`src/rtl/etapa_id_exe.sv`:
```
// etapa_id_exe: ID register files, operand forwarding selects and byte-lane EXE ALU
// Ports:
//   clk, reset              rising-edge clock, synchronous active-high clear of both register files
//   instruccion             IF/ID word: op[13:10] rd[9:7] rs1[6:4] rs2[3:1]
//   reg_rdv/reg_rds         vector/scalar read enables; sel_dest picks rs1 (1) or rd (0) as destination
//   data_wrv/data_wrs       write-back data; i_dir_wr address; reg_wrv/reg_wrs write enables
//   opcode/shift/inmediato  decoded fields; dir_dest_out destination; data_vec1/2, data_sca1, VFS operands
//   sel_ad, dir_dest_EXE    forwarding enable and EXE destination -> sel_vec
//   exe_*, vector_ad        registered EXE inputs -> alu_result, data1_out and pass-throughs
module etapa_id_exe (
    input  logic        clk,
    input  logic        reset,
    input  logic [13:0] instruccion,
    input  logic        reg_rdv,
    input  logic        reg_rds,
    input  logic        sel_dest,
    input  logic [31:0] data_wrv,
    input  logic [7:0]  data_wrs,
    input  logic [2:0]  i_dir_wr,
    input  logic        reg_wrv,
    input  logic        reg_wrs,
    output logic [3:0]  opcode,
    output logic [7:0]  shift,
    output logic [7:0]  inmediato,
    output logic [2:0]  dir_dest_out,
    output logic [31:0] data_vec1,
    output logic [31:0] data_vec2,
    output logic [7:0]  data_sca1,
    output logic [31:0] VFS,
    input  logic        sel_ad,
    input  logic [2:0]  dir_dest_EXE,
    output logic [1:0]  sel_vec,
    input  logic        exe_sel_int,
    input  logic        exe_sel_op,
    input  logic [3:0]  exe_opcode,
    input  logic [31:0] exe_vector_a,
    input  logic [31:0] exe_vector_b,
    input  logic [31:0] exe_vfs,
    input  logic [31:0] vector_ad,
    input  logic [7:0]  exe_out_s,
    input  logic [7:0]  exe_shamt,
    input  logic [1:0]  exe_sel_vec,
    input  logic [2:0]  exe_dir_dest_in,
    input  logic [7:0]  exe_inmediate_in,
    output logic [31:0] alu_result,
    output logic [31:0] data1_out,
    output logic [2:0]  exe_dir_dest_out,
    output logic [7:0]  inmediate_out
);
    logic [31:0] vreg [8];
    logic [7:0]  sreg [8];
    logic [2:0]  rd, rs1, rs2, n;
    logic [31:0] a_op, bv, b_op;

    always_ff @(posedge clk) begin
        if (reset) begin
            for (int i = 0; i < 8; i++) begin
                vreg[i] <= '0;
                sreg[i] <= '0;
            end
        end else begin
            if (reg_wrv) vreg[i_dir_wr] <= data_wrv;
            if (reg_wrs) sreg[i_dir_wr] <= data_wrs;
        end
    end

    assign rd  = instruccion[9:7];
    assign rs1 = instruccion[6:4];
    assign rs2 = instruccion[3:1];

    assign opcode       = instruccion[13:10];
    assign shift        = {5'b0, instruccion[2:0]};
    assign inmediato    = instruccion[7:0];
    assign dir_dest_out = sel_dest ? rs1 : rd;

    // Reads see a same-cycle write to the same address so write-back needs no extra stall.
    assign data_vec1 = !reg_rdv ? '0 : (reg_wrv && i_dir_wr == rs1) ? data_wrv : vreg[rs1];
    assign data_vec2 = !reg_rdv ? '0 : (reg_wrv && i_dir_wr == rs2) ? data_wrv : vreg[rs2];
    assign data_sca1 = !reg_rds ? '0 : (reg_wrs && i_dir_wr == rs2) ? data_wrs : sreg[rs2];
    assign VFS       = {4{data_sca1}};

    assign sel_vec = {sel_ad && dir_dest_EXE == rs2, sel_ad && dir_dest_EXE == dir_dest_out};

    assign a_op = exe_sel_vec[0] ? vector_ad : exe_vector_a;
    assign bv   = exe_sel_vec[1] ? vector_ad : exe_vector_b;
    assign b_op = exe_sel_int ? exe_vfs : bv;
    assign n    = exe_sel_op ? exe_shamt[2:0] : exe_out_s[2:0];

    genvar g;
    generate
        for (g = 0; g < 4; g++) begin : g_lane
            logic [7:0]  a, b;
            logic [15:0] dl, dr;
            assign a  = a_op[8*g +: 8];
            assign b  = b_op[8*g +: 8];
            // Rotations shift a doubled copy of the byte so the wrapped bits fall into the kept half.
            assign dl = {a, a} << n;
            assign dr = {a, a} >> n;
            assign alu_result[8*g +: 8] = exe_opcode == 4'b0000 ? a :
                                          exe_opcode == 4'b0001 ? a ^ b :
                                          exe_opcode == 4'b0010 ? a + b :
                                          exe_opcode == 4'b0011 ? a - b :
                                          exe_opcode == 4'b0100 ? a << n :
                                          exe_opcode == 4'b0101 ? a >> n :
                                          exe_opcode == 4'b0110 ? dl[15:8] :
                                          exe_opcode == 4'b0111 ? dr[7:0] : 8'h00;
        end
    endgenerate

    assign data1_out        = a_op;
    assign exe_dir_dest_out = exe_dir_dest_in;
    assign inmediate_out    = exe_inmediate_in;
endmodule

```
`config.mk`:
```
export PLATFORM = sky130hd
export DESIGN_NAME = etapa_id_exe
export DESIGN_NICKNAME = d
export VERILOG_FILES = /design/src/rtl/etapa_id_exe.sv
export SDC_FILE = /design/constraint.sdc
export NUM_CORES = 1
export LEC_CHECK = 0
export ABC_AREA = 1
export ABC_CLOCK_PERIOD_IN_PS = 10400
export CAP_MARGIN = 10
export CORE_UTILIZATION = 35
export CTS_BUF_LIST = sky130_fd_sc_hd__clkbuf_4
export CTS_CLUSTER_DIAMETER = 200
export DETAILED_ROUTE_END_ITERATION = 10
export PLACE_DENSITY = 0.62
export SYNTH_ARGS = -nofsm -noshare
export SYNTH_HDL_FRONTEND = slang
export SYNTH_SLANG_ARGS = --single-unit
```
`constraint.sdc`:
```
create_clock -name clk -period 10.4 [get_ports clk]
set_input_delay 2.6 -clock clk [delete_from_list [all_inputs] [get_ports clk]]
set_output_delay 2.6 -clock clk [all_outputs]
set_load 0.05 [all_outputs]
```
==> out/results.ini <==
[critical_path]
crit_type=input pin to output port
cp.arrival_ns=6.52
path_max_fanout=38
cp_slowest_cell=clkdlybuf4s50_1
path_cells=clkdlybuf4s50_1 > buf_4 > inv_2 > buf_4 > o211ai_1 > o21ai_0 > inv_1 > ha_1 > clkinv_1 > a31oi_1 > xor2_1 > o21ai_0 > inv_1 > nand2_1 > nand3_1 > clkdlybuf4s50_1
cpPeakStageDelay_ns=0.82
startpoint_type=input pin
end_kind=output port
crit_required_ns=7.80

[power_and_ir_drop]
power_density_nw_per_um2=131
peakVddDrop_mv=0.101
p_leak_nw=12.6

[logic_synthesis]
synth_edf_count=320
synth-simple-area-share_pct=29.9
synthMuxAreaShare_pct=0
synth_xor_area_share_pct=1.17
yosysSeqAreaShare_pct=37.8
synth_compound_area_share_pct=17.6
syn_avg_cell_area_um2=7.09
syn-instance-count=3587
synth_cell_type_count=46
synthTopCellsByArea=edfxtp_1, nand2_1, a21oi_1
synth_fa_ha_area_share_pct=3.58
ys_seq_elements=320
yosys_warnings=0
synthArstFlopShare_pct=0
synth_top_family_by_area=simple AND/OR/NAND/NOR gates
synth_area_um2=25400
synth_top_area_share_pct=37.8
synth_top_flop_cell=edfxtp_1
yosys.area.top_type=edfxtp_1

[clock_tree]
cts_hold_buf=0
root_buffer=clkbuf_4
numClockSinks=320
path_clk_slew_ns=0.06
cts-resized-gates=0
post_cts_buffers=0
numCtsBuffers=74
cts_max_path_buffers=3
cts_htree_levels=3
cts_tree=built

[cells_and_area]
drive_gt1_share_pct=7.37
fin_cells=4808
areaGrowthSynthToFinish_pct=19.3
nets=4099
fillers=7395

[sta]
setup_viol=0
fin_crit_sh_pct=87.7
finalCriticalPeriod_ns=9.12
finalHoldViolations=0
tns_ns=0
max_freq_mhz=110
worstMarginPinSlew_ns=1.17
slew_viol_final=0
rsz0062_at_grt=no
maxSlewHeadroom_pct=21.9

[detailed_routing]
vias=27100
drcViolationCount=0
ant_nets=0
drt_wl_total_um=98100
drt_iter0_drc=2731
vias_per_cell=5.64
routedWlPerCell_um=20.4
firstDrtPassIters=6

[min_path]
hold_depth=3
hp-class=input pin to flip-flop

[place]
dp_hpwl_um=63600
place.gp.congestion=0.960
io_buffers=386
dp.cells=4674

[floorplanning]
io_pins=435
die_y_um=272
fp.dieW_um=272
rows=98
core_area_um2=71700
dieArea_um2=73800
start_util_pct=35.5

[global_route]
grt_first_pass_wirelength_um=146000
grt-ovfl-total=0
grt_start_max_net_pins=137
antenna_found_initial=3
grtUsageTotal_pct=25.4
grt_pass1_vias=25600

[flow_run]
maxCapViolCount=0

[status]
status=completed

routing by layer:
metal / up-vias / global-route usage (%) / share of wire [%]
met2: 1448 / 44.9 / 49
met4: 0 / 11.3 / 3.8
met1: 12800 / 30.0 / 38
li1: 12600 / - / -
met5: - / 0 / 0
met3: 252 / 4.07 / 8.7
per-stage QoR:
stage                     utilization [%]  hold slack, ns  setup WS (ns)  power, mW  area (um2)
after floorplan                         -            2.89           1.93       2.48       25500
after global placement               40.9            3.41           1.30       2.90       29400
after detailed placement             40.9            3.40           1.32       2.90       29400
after CTS                            42.3            2.58           1.31       3.96       30300
after global routing                 42.3            2.61          0.968       4.14       30300
final                                42.3            2.64           1.28       3.97       30400
area by class of cell:
class | instances | area [um2] | share of cell area, %
tap | 950 | 1190 | 3.92
inverter | 256 | 970 | 3.19
clock inverter | 29 | 218 | 0.717
timing repair buffer | 445 | 4240 | 14.0
antenna | 3 | 7.51 | 0.0247
sequential | 320 | 9610 | 31.7
clock buffer | 102 | 766 | 2.52
multi-input combinational | 2703 | 13400 | 44.0
placed cells by master (no fill, tap or decap), types with 11 or more instances in the layout:
master	instances
o211ai_1	29
buf_4	90
a221oi_1	72
nand3_1	334
a32o_1	24
or2_2	33
inv_1	201
xor2_1	27
nand2_2	22
a31oi_1	18
clkbuf_4	102
o21ai_1	13
clkinv_1	62
nand2_1	971
nand4_1	46
o21ai_0	198
edfxtp_1	320
nor3_1	28
clkdlybuf4s50_1	349
ha_1	60
a21oi_1	346
a211oi_1	34
nor2_1	386
inv_2	11
flip-flops by register name, summed over array words and instances (netlist names):
name / cells
sreg: 64
vreg: 256
final timing paths:
check   startpoint              to  slack [ns]
max    exe_sel_int  alu_result[12]        1.28
min    data_wrs[7]      sreg[6][7]        2.64
critical path, delay by kind of cell:
kind,cells,cell delay (ns)
AOI/OAI and AO/OA,4,0.60
xor gates and xnor gates,1,0.16
adders and majority gates,1,0.37
buffers and inverters,8,2.62
and+or+nand+nor,2,0.14
synth_stat cells (2+ instances only):
library cell and instances:
inv_1 204, nor4_1 3, a211oi_1 34, fa_1 8
a21boi_0 4, nand3b_1 5, inv_2 9, clkbuf_1 144
nand2_1 979, o21bai_1 4, or2_2 33, ha_1 60
buf_1 20, xnor2_1 7, edfxtp_1 320, a21oi_1 346
o211ai_1 29, a22oi_1 5, nand4_1 46, buf_2 69
xor2_1 27, o2111ai_1 3, o31ai_1 3, nor3_1 28
o21ai_0 198, o21ai_1 13, o21ai_2 2, a32o_1 24
buf_6 6, a221oi_1 72, a31o_2 2, clkinv_1 42
a31oi_1 18, nor2_1 388, nand2_2 14, a211o_1 2
nand3_1 334, nor3_2 2, buf_4 73
report_power, final:
part / internal [mW] / switching (mW)
Combinational: 0.425 / 0.931
Clock: 0.555 / 0.518
Sequential: 1.50 / 0.0356
cell families after synthesis:
family	Yosys count
buf+inv	568
flops	320
fa+ha+maj	68
xor+xnor	34
other cells	1
simple gates	1834
compound gates	762
No activity file was read; power rests on OpenSTA's default activity.
